File: src/rtl/vga_timing.sv
// 640x480 VGA raster source: free-running pixel/line counters, coordinate decode
// for the renderers, and one output register stage aligning blanked rgb with syncs.
module vga_timing #(
   parameter int unsigned H_ACTIVE = 640,
   parameter int unsigned H_FP     = 16,
   parameter int unsigned H_SYNC   = 96,
   parameter int unsigned H_BP     = 48,
   parameter int unsigned V_ACTIVE = 480,
   parameter int unsigned V_FP     = 10,
   parameter int unsigned V_SYNC   = 2,
   parameter int unsigned V_BP     = 33
) (
   input  logic       clk,
   input  logic       reset_n,
   output logic [9:0] col,
   output logic [9:0] row,
   output logic       valid,
   output logic       frame_start,
   input  logic [5:0] rgb_in,
   output logic [5:0] rgb,
   output logic       hsync,
   output logic       vsync
);

   localparam int unsigned CW       = 10;
   localparam int unsigned RGB_W    = 6;
   localparam int unsigned H_TOTAL  = H_ACTIVE + H_FP + H_SYNC + H_BP;
   localparam int unsigned V_TOTAL  = V_ACTIVE + V_FP + V_SYNC + V_BP;
   localparam int unsigned HS_START = H_ACTIVE + H_FP;
   localparam int unsigned HS_END   = HS_START + H_SYNC;
   localparam int unsigned VS_START = V_ACTIVE + V_FP;
   localparam int unsigned VS_END   = VS_START + V_SYNC;

   logic [CW-1:0]    h_cnt_q, h_cnt_d;
   logic [CW-1:0]    v_cnt_q, v_cnt_d;
   logic             h_wrap, v_wrap;
   logic             hs0, vs0;
   logic [RGB_W-1:0] rgb_q, rgb_d;
   logic             hsync_q, hsync_d;
   logic             vsync_q, vsync_d;

   // Raster counters: v advances only on the h wrap, both return to 0 together.
   always_comb begin
      h_wrap  = (h_cnt_q == CW'(H_TOTAL - 1));
      v_wrap  = (v_cnt_q == CW'(V_TOTAL - 1));
      h_cnt_d = h_wrap ? '0 : h_cnt_q + CW'(1);
      v_cnt_d = v_cnt_q;
      if (h_wrap) begin
         v_cnt_d = v_wrap ? '0 : v_cnt_q + CW'(1);
      end
   end

   // Decodes compared at 32 bits so a sync end of exactly 1024 cannot alias to 0.
   always_comb begin
      valid       = (32'(h_cnt_q) < H_ACTIVE) && (32'(v_cnt_q) < V_ACTIVE);
      frame_start = (h_cnt_q == '0) && (v_cnt_q == '0);
      hs0         = !((32'(h_cnt_q) >= HS_START) && (32'(h_cnt_q) < HS_END));
      vs0         = !((32'(v_cnt_q) >= VS_START) && (32'(v_cnt_q) < VS_END));
      rgb_d       = valid ? rgb_in : '0;
      hsync_d     = hs0;
      vsync_d     = vs0;
   end

   always_ff @(posedge clk or negedge reset_n) begin
      if (!reset_n) begin
         h_cnt_q <= '0;
         v_cnt_q <= '0;
         rgb_q   <= '0;
         hsync_q <= 1'b1;
         vsync_q <= 1'b1;
      end else begin
         h_cnt_q <= h_cnt_d;
         v_cnt_q <= v_cnt_d;
         rgb_q   <= rgb_d;
         hsync_q <= hsync_d;
         vsync_q <= vsync_d;
      end
   end

   assign col   = h_cnt_q;
   assign row   = v_cnt_q;
   assign rgb   = rgb_q;
   assign hsync = hsync_q;
   assign vsync = vsync_q;

endmodule
File: config.mk
export PLATFORM = sky130hd
export DESIGN_NAME = vga_timing
export DESIGN_NICKNAME = d
export VERILOG_FILES = /design/src/rtl/vga_timing.sv
export SDC_FILE = /design/constraint.sdc
export NUM_CORES = 1
export LEC_CHECK = 0
export ABC_AREA = 1
export CORE_MARGIN = 2
export CORE_UTILIZATION = 44
export CTS_BUF_LIST = sky130_fd_sc_hd__clkbuf_4 sky130_fd_sc_hd__clkbuf_8 sky130_fd_sc_hd__clkbuf_16
export CTS_CLUSTER_SIZE = 10
export DETAILED_ROUTE_END_ITERATION = 8
export PLACE_DENSITY = 0.75
export SYNTH_ARGS = -nofsm -noshare
export SYNTH_HDL_FRONTEND = slang
export SYNTH_SLANG_ARGS = --single-unit
File: constraint.sdc
create_clock -name clk -period 1.25 [get_ports clk]
set_clock_uncertainty 0.1 [all_clocks]
set_input_delay 0.1875 -clock clk [delete_from_list [all_inputs] [get_ports clk]]
set_output_delay 0.1875 -clock clk [all_outputs]
set_load 0.02 [all_outputs]
# Word-level counts from Yosys, hierarchy flattened
# Index checks and enable logic that the tools add are counted.
dict set report totals {
  ff_bits 28
  elab_cells 26
}
dict set report classes {
  add_sub_neg 2
  magnitude_cmp 6
  eq_ne 2
  mux 3
  reduce_logical 8
}
# cell count
set op_table {}
lappend op_table {{$add 10x1->10 const B} 2}
lappend op_table {{$eq 10x10->1 const B} 2}
lappend op_table {{$logic_not 10->1} 2}
lappend op_table {{$lt 10x10->1 const B} 2}
lappend op_table {{$lt 10x9->1 const B} 2}
lappend op_table {{$mux 10} 2}
lappend op_table {{$ge 10x10->1 const B} 1}
lappend op_table {{$ge 10x9->1 const B} 1}
lappend op_table {{$mux 6} 1}
lappend op_table {{$logic_and 1x1->1} 4}
lappend op_table {{$logic_not 1->1} 2}

# Logic depth before layout (Yosys ltp)
# Gate-level depths: netlist of run 1.
dict set report logic_depth {
  word_depth 3
  ltp_mapped 8
  ltp_nobuf 8
}

# Worst setup path before layout of run 1
# No wires, ideal clock.
dict set report synth_timing {
  path_kind {reg-to-output}
  startpoint {register v_cnt_q[0], in the netlist row[0]}
  endpoint {output frame_start}
  arrival_time_ns 1.325
  t_required_ns 0.962
  setup_slack_ns -0.363
  path_stages_with_launch 7
  path_buffers 0
  cell_sequence {dfrtp_1 > inv_1 > ha_1 > nand2_1 > nor3_1 > nand4_1 > nor2_1}
}
dict set report synth_via {
  elab_chain_len 2
}
# element line
set synth_rtl {}
lappend synth_rtl {{from (decl)} 35} ;# logic [CW-1:0] v_cnt_q, v_cnt_d;
lappend synth_rtl {{from (signal assigned)} 73} ;# v_cnt_q <= v_cnt_d;
lappend synth_rtl {{$logic_not 10->1} 56} ;# frame_start = (h_cnt_q == '0) && (v_cnt_q == '0);
lappend synth_rtl {{$logic_and 1x1->1} 56}
lappend synth_rtl {{to (decl)} 18} ;# output logic frame_start,
# No other way between the ends.

# Worst setup path in the final report of run 1
dict set report layout_timing {
  startpoint {register v_cnt_q[1], in the netlist row[1]}
  endpoint {output frame_start}
}
# Same word-level chain as after synthesis.

==> results of run 1 <==
-- area by class of cell --
cell class / count / share of cell area (%)
Clock buffer: 3 / 0.755
Timing Repair Buffer: 106 / 34.3
Tap cell: 46 / 1.93
Clock inverter: 1 / 1.01
Multi-Input combinational cell: 130 / 32.9
Sequential cell: 28 / 24.0
Inverter: 34 / 5.12
-- final timing paths --
check | start | endpoint | slack (ns) | cells past startpoint
hold / removal | reset_n | row[4] | 0.06 | 2
setup reg to reg | row[8] | row[9] | -0.52 | 9
min in group clk | rgb_in[4] | rgb[4] | 0.23 | 3
setup / recovery | row[1] | frame_start | -0.68 | 7
hold reg to reg | col[0] | col[0] | 0.52 | 3
max in group asynchronous | reset_n | vsync | 0.76 | 2
-- stage by stage --
stage	std cells	area, um^2	setup WS (ns)	hold slack (ns)	power [mW]
finish	348	2980	-0.684	0.0646	1.64
global placement	317	2440	-0.720	0.414	1.02
global route	348	2980	-0.744	0.0707	1.69
CTS	337	2810	-0.619	0.0892	1.61
floorplan	194	1700	-0.243	-0.208	0.956
detailed placement	317	2440	-0.728	0.417	1.02
-- critical path, cell delays in order (launching register included) --
cell and delay (ns):
dfrtp_2 0.46, inv_2 0.09, ha_4 0.15, nand2_4 0.05
nor3_2 0.11, nand4_1 0.18, nor2_4 0.14, buf_6 0.13
-- repair_timing --
| item | in CTS | in global routing |
|---|---|---|
| pin swaps | 16 | 17 |
| setup buffers | 16 | 21 |
| endpoints found under the setup margin | 54 | 51 |
| gates resized for setup | 219 | 37 |
| gates cloned | 1 | 0 |
-- registers in the layout (all words and copies together) (netlist names) --
signal / cells
col: 10
hsync: 1
vsync: 1
row: 10
rgb: 6
-- logic make-up after synthesis --
family                   Yosys count  synth area share [%]
adder cells (fa/ha/maj)            4                  3.18
AO/OA/AOI/OAI                     13                  4.94
flip-flops                        28                  44.7
buffers and inverters             37                  9.32
AND/OR/NAND/NOR                  106                  34.5
XOR/XNOR                           6                  3.34
-- power groups by stage --
stage	logic [mW]	registers [mW]	clock network, mW
CTS	0.0819	0.918	0.615
global route	0.0934	0.919	0.678
global placement	0.0880	0.935	0
finish	0.0849	0.918	0.642
floorplan	0.00764	0.949	0
detailed placement	0.0889	0.935	0
-- synthesized netlist by cell type, types with 4 or more instances --
cell and number:
inv_1 32, o21ai_0 5, nand2_2 5, nor2_2 5, nor2_1 26, nand2_1 39
nand3_1 13, nand4_1 6, xor2_1 5, ha_1 4, dfrtp_1 26
-- routing by layer --
metal / vias to the layer above / wire length [um] / share of wire, %
met4: 0 / 201 / 3.6
li1: 825 / - / -
met5: - / 0 / 0
met1: 847 / 2130 / 38
met3: 20 / 239 / 4.3
met2: 71 / 3040 / 54
==> impl_metrics.ini, run 1 <==
[outcome]
outcome = finished with violations
violations = negative setup slack

[drt]
drc_errors = 0
routed_wl_um = 5610
firstDrtPassIters = 4
dr.first_iter.drc_count = 108
vias = 1763
routed_via_density = 5.07
wire_per_inst_um = 16.1
ant_nets = 0

[worst_setup_path]
worstPathArrival_ns = 1.65
end_kind = output port
cp-start-kind = register
critical_path_class = register to output port
crit_fanout = 2
required_ns = 0.96

[placed_design]
port_buffers = 37
place_congestion = 0.863
hpwlAfterDp_um = 2820

[sta]
worst_slew_pin_slew_ns = 0.347
drv_slew = 0
setup_violations = 50
fin_setup_tns_ns = -10.43
fin_crit_sh_pct = 155
fmax_mhz = 517
worst_slack_ns = -0.684
fin_crit_ns = 1.93
hold_viol = 0
grt_setup_unrepaired = yes
slew_headroom_pct = 76.7

[power_and_ir_drop]
p_leak_nw = 1.49
p_comb_share_pct = 5.2
seq_power_share_pct = 55.8
ir_drop_v = 0.000377
pwr-share-clk_pct = 39.0
swShare_pct = 22.2
p_int_mw = 1.28
p_per_area_mw_per_mm2 = 551
power_switching_mw = 0.364

[cells_and_area]
drive_above_1_share_pct = 61.3
n_antenna_cell = 0
final_cell_mix = 53 x buf_6, 38 x buf_4, 31 x nand2_1, 24 x inv_1
num-fill-cells = 134
multi_input_area_um2 = 981
ff_latch_area_um2 = 717
num-nets-final = 315
layout_commonest_cell = buf_6
fin_util_pct = 88.0
area_growth_pct = 89.8

[clock_network]
clk_pin_slew_ns = 0.18
cts_tree = built
numCtsBuffers = 3
ctsHoldBuffers = 0
cts_root_buffer = clkbuf_4
clock_sinks = 28
cts_buffer_depth = 2
insertion_delay_ns = 0.35
htreeDepth = 1

[synth]
ys_types = 29
synth-edff-count = 0
synthArstFlopShare_pct = 100
yosys_most_used_dff = dfrtp_1
syn_avg_cell_area_um2 = 8.10
synth_seq_cells = 28
synthCells = 194
syn_nets = 206
synth_top_area_share_pct = 41.4
ys_seq_area_share_pct = 44.7
ys_top_cells_by_area = dfrtp_1 41%, nand2_1 9.3%, inv_1 7.6%
synth_warnings = 0
synth_top_area_cell = dfrtp_1
syn_area_mm2 = 0.00157

[global_routing]
top_usage_layer = met2
grt_pass1_vias = 1763
grt.overflow.total = 0
gr-usage-met1_pct = 32.6
grt_pass1_wl_um = 8380
grtUsageMet2_pct = 46.3
met3_usage_pct = 2.82
antenna_found_initial = 0
grtUsageTotal_pct = 26.3
grt_max_degree = 29

[floorplan]
dieArea_mm2 = 0.00407
die_x_um = 63.8
ioPinCount = 38
coreArea_mm2 = 0.00339
die_h_um = 63.8
start_util_pct = 46.4
rows = 21

[hold_path]
hold_path.class = primary input to asynchronous set/reset pin

[flow_run]
drv_cap = 0
(Power assumes the default switching activity.)
==> inputs of run 2 (changes only) <==
Settings changed: REMOVE_ABC_BUFFERS from default to 1.
==> impl_metrics.ini, run 2 (same netlist as run 1, synthesis figures left out) <==
[power_and_ir_drop]
p_per_area_mw_per_mm2 = 510
p_comb_share_pct = 5.5
seq_power_share_pct = 63.0
ir_drop_v = 0.000485
p_int_mw = 1.13
p_total_mw = 1.46
p_leak_nw = 1.52
swShare_pct = 22.3
power_switching_mw = 0.326
pwr-share-clk_pct = 31.5

[worst_setup_path]
rrSetupSlack_ns = -0.44
startpoint = row[0]
crit_fanout = 2
worstPathArrival_ns = 1.63
reg2reg_depth = 10
cp-start-kind = register
r2r-end = row[3]
crit_end = frame_start
critical_path_class = register to output port
end_kind = output port
timing.rr.start = col[0]
required_ns = 0.96

[floorplan]
start_util_pct = 46.4
coreArea_mm2 = 0.00339
die_x_um = 63.8
die_h_um = 63.8
ioPinCount = 38
rows = 21
dieArea_mm2 = 0.00407

[global_routing]
grt.overflow.total = 0
grt_pass1_wl_um = 7790
antenna_found_initial = 0
grtUsageTotal_pct = 24.6
grt_max_degree = 29
grt_pass1_vias = 1688

[clock_network]
insertion_delay_ns = 0.34
cts_tree = built
ctsHoldBuffers = 0
clock_sinks = 28
numCtsBuffers = 3
cts_buffer_depth = 2
htreeDepth = 1
cts_root_buffer = clkbuf_4
clk_pin_slew_ns = 0.16

[outcome]
violations = negative setup slack
outcome = finished with violations

[flow_run]
drv_cap = 0

[cells_and_area]
fin_util_pct = 84.3
drive_above_1_share_pct = 54.3
final_cell_mix = 50 x buf_6, 44 x buf_4, 29 x nand2_1, 25 x inv_1, 25 x dfrtp_1
final_cells = 350
n_antenna_cell = 0
final_area_mm2 = 0.00286
num-nets-final = 317
area_growth_pct = 81.9
layout_commonest_cell = buf_6

[drt]
vias = 1751
ant_nets = 0
routed_wl_um = 5370
firstDrtPassIters = 4
routed_via_density = 5.00
drc_errors = 0
dr.first_iter.drc_count = 125
wire_per_inst_um = 15.3

[sta]
slew_headroom_pct = 81.7
fin_setup_tns_ns = -9.04
drv_slew = 0
worst_slack_ns = -0.670
fmax_mhz = 521
fin_crit_ns = 1.92
setup_violations = 50
fin_crit_sh_pct = 154
grt_setup_unrepaired = yes
hold_viol = 0
worst_slew_pin_slew_ns = 0.274

[placed_design]
place_congestion = 0.870
hpwlAfterDp_um = 2710
placed_cells = 323
port_buffers = 37
place_area_mm2 = 0.00236

[hold_path]
hold_path.class = primary input to asynchronous set/reset pin
-- run 2: changes by cell type in the layout (fill, tap and decap cells not counted), sizes merged --
cell and delta:
inv +2, buf +2, clkinv -2, clkbuf +1
bufinv -1
-- run 2: routing by layer --
layer	wire length, um	part of all wire (%)	track usage (%)	vias to the layer above
li1	-	-	-	826
met1	2090	39	28.1	855
met2	2920	54	46.6	53
met3	170	3.2	3.17	17
met4	187	3.5	8.70	0
met5	0	0	0	-
-- run 2: worst max-delay path, cell delays in order, from the launching register on --
cell	delay, ns
dfrtp_1	0.44
inv_2	0.09
ha_4	0.14
nand2_4	0.06
nor3_2	0.16
nand4_1	0.13
nor2_1	0.12
buf_4	0.15
-- run 2: cell type report --
| type | count | area (um^2) |
|---|---|---|
| timing repair buffer | 108 | 1010 |
| sequential | 28 | 704 |
| inverter | 34 | 140 |
| tap | 46 | 57.6 |
| fill | 182 | 531 |
| clock buffer | 4 | 36.3 |
| multi-input combinational | 130 | 907 |
-- run 2: through the flow --
stage                     setup slack, ns  hold WS, ns
final                              -0.670       0.0806
after global routing               -0.754       0.0811
after CTS                          -0.581       0.0958
after detailed placement           -0.708        0.462
after global placement             -0.684        0.449
after floorplan                    -0.363       -0.208
-- run 2: what timing repair did --
item,in CTS,in global routing
setup buffers,14,21
gates cloned,1,0
endpoints found under the setup margin,55,49
pin swaps,17,11
endpoints found under the hold margin,0,0
gates resized for setup,220,37
-- run 2: worst min-delay path by stage --
stage              to     from  slack (ns)
5_1_grt        row[1]  reset_n        0.08
3_3_place_gp   col[1]   col[1]        0.45
6_report       row[8]  reset_n        0.08
3_5_place_dp   col[1]   col[1]        0.46
2_1_floorplan  col[0]  reset_n       -0.21
4_1_cts        row[8]  reset_n         0.1
-- run 2: power groups by stage --
stage | Combinational (mW) | Clock, mW | Sequential, mW
2_1_floorplan | 0.00764 | 0 | 0.949
3_3_place_gp | 0.0887 | 0 | 0.935
3_5_place_dp | 0.0890 | 0 | 0.935
4_1_cts | 0.0797 | 0.455 | 0.918
5_1_grt | 0.0876 | 0.508 | 0.919
6_report | 0.0798 | 0.459 | 0.918
==> inputs of run 3 (changes only) <==
Settings changed: CORE_UTILIZATION 44 to 35, PLACE_DENSITY 0.75 to default, SLEW_MARGIN from default to 10.
Clock period 1.25 ns to 2.14 ns, I/O delays scaled along.
==> impl_metrics.ini, run 3 (same netlist as run 1, synthesis figures left out) <==
[clock_network]
ctsHoldBuffers = 0
cts_tree = built
numCtsBuffers = 3
clk_pin_slew_ns = 0.10
htreeDepth = 1
clock_sinks = 28
cts_buffer_depth = 2
cts_root_buffer = clkbuf_8
insertion_delay_ns = 0.27

[drt]
wire_per_inst_um = 11.5
ant_nets = 0
dr.first_iter.drc_count = 44
vias = 1385
firstDrtPassIters = 4
routed_via_density = 4.57
drc_errors = 0
routed_wl_um = 3470

[worst_setup_path]
cp_slowest_cell = dfrtp_1
worstPathCellList = inv_1 -> ha_1 -> nand2_1 -> nor3_1 -> nand2_1 -> nor2_1 -> clkbuf_2
critical_path_class = register to output port
worstPathArrival_ns = 1.55
rrSetupSlack_ns = 0.51
end_kind = output port
cp-start-kind = register
crit_fanout = 2
critical-path-max-stage-delay_ns = 0.40
required_ns = 1.72
worst_path_most_repeated_cell = nand2_1

[sta]
fin_crit_ns = 1.97
drv_slew = 0
setup_violations = 0
fin_setup_tns_ns = 0
fin_crit_sh_pct = 92.2
worst_slew_pin_slew_ns = 0.359
worst_slack_ns = 0.167
slew_headroom_pct = 76.0
grt_setup_unrepaired = no
fmax_mhz = 507
hold_viol = 0

[placed_design]
place_congestion = 0.792
hpwlAfterDp_um = 2700
place_worst_setup_slack_ns = 0.0684
port_buffers = 37
place_area_mm2 = 0.00213

[flow_run]
drv_cap = 0

[floorplan]
dieArea_mm2 = 0.00504
die_h_um = 71.0
coreArea_mm2 = 0.00435
rows = 24
die_x_um = 71.0
ioPinCount = 38
start_util_pct = 36.1

[global_routing]
grt_pass1_wl_um = 6000
grt_pass1_vias = 1343
grtUsageTotal_pct = 14.9
grt.overflow.total = 0
grt_max_degree = 29
antenna_found_initial = 0

[outcome]
outcome = complete, no violations

[cells_and_area]
n_antenna_cell = 0
num-nets-final = 264
final_cell_mix = 39 x nand2_1, 35 x clkdlybuf4s50_1, 32 x inv_1, 26 x nor2_1, 26 x dfrtp_1
area_growth_pct = 40.0
layout_commonest_cell = nand2_1
final_area_mm2 = 0.00220
drive_above_1_share_pct = 19.1

[power_and_ir_drop]
p_per_area_mw_per_mm2 = 458
p_leak_nw = 1.14
ir_drop_v = 0.000228

[hold_path]
hold_path.class = primary input to asynchronous set/reset pin
[run 3: cell count changes in the layout (fill, tap and decap cells not counted), moves of 5 or more]
cell             previous run  this run
clkdlybuf4s50_1             7        35
inv_1                      25        32
buf_4                      44        19
buf_2                       6         0
nand2_1                    29        39
nor2_1                     21        26
nand2_2                    13         5
inv_2                       6         0
nor2_4                      6         0
buf_6                      50         0
[run 3: per-layer routing]
| layer | up-vias | part of all wire [%] | global-route usage [%] |
|---|---|---|---|
| met5 | - | 0 | 0 |
| met4 | 0 | 0.98 | 4.82 |
| met3 | 2 | 3.3 | 1.99 |
| met2 | 22 | 49 | 25.6 |
| met1 | 646 | 47 | 19.4 |
| li1 | 715 | - | - |
[run 3: layout make-up]
| type | instances | area (um^2) |
|---|---|---|
| timing repair buffer | 56 | 507 |
| sequential | 28 | 703 |
| clock inverter | 1 | 30.0 |
| tap | 52 | 65.1 |
| inverter | 34 | 131 |
| multi-input combinational | 129 | 722 |
| fill | 418 | 2150 |
| clock buffer | 3 | 41.3 |
[run 3: where the power goes]
| part | total (mW) | switching (mW) | internal, mW | leakage [nW] |
|---|---|---|---|---|
| logic | 0.0478 | 0.0237 | 0.0241 | 0.745 |
| registers | 0.536 | 0.00137 | 0.535 | 0.356 |
| clock network | 0.424 | 0.174 | 0.251 | 0.0357 |
| total | 1.01 | 0.199 | 0.809 | 1.14 |
[run 3: worst paths after layout]
path | from | end | cells past startpoint
worst max-delay path | col[0] | frame_start | 7
worst min register to register | col[0] | col[0] | 3
max in group asynchronous | reset_n | vsync | 2
min in group clk | rgb_in[2] | rgb[2] | 3
worst min-delay path | reset_n | row[5] | 2
worst max register to register | col[0] | row[4] | 8
[run 3: per-stage QoR]
step / hold slack (ns) / std cells / utilization, % / total power, mW
floorplan: -0.0746 / 191 / - / 0.559
global placement: 0.410 / 299 / 49.0 / 0.595
detailed placement: 0.444 / 299 / 49.0 / 0.596
CTS: 0.335 / 303 / 50.6 / 1.02
global route: 0.359 / 303 / 50.5 / 1.05
finish: 0.317 / 303 / 50.5 / 1.01
[run 3: what timing repair did]
action                     CTS  global route
setup endpoints to repair    2             1
setup buffers                0             0
pin swaps                    0             0
resized for setup            2             2
cloned                       0             0
[run 3: worst max-delay path, delay by kind of cell, from the launching register on]
kind	cells	cell delay, ns
adder cells (fa/ha/maj)	1	0.15
buffers and inverters	2	0.27
flip-flops	1	0.40
AND/OR/NAND/NOR	4	0.46
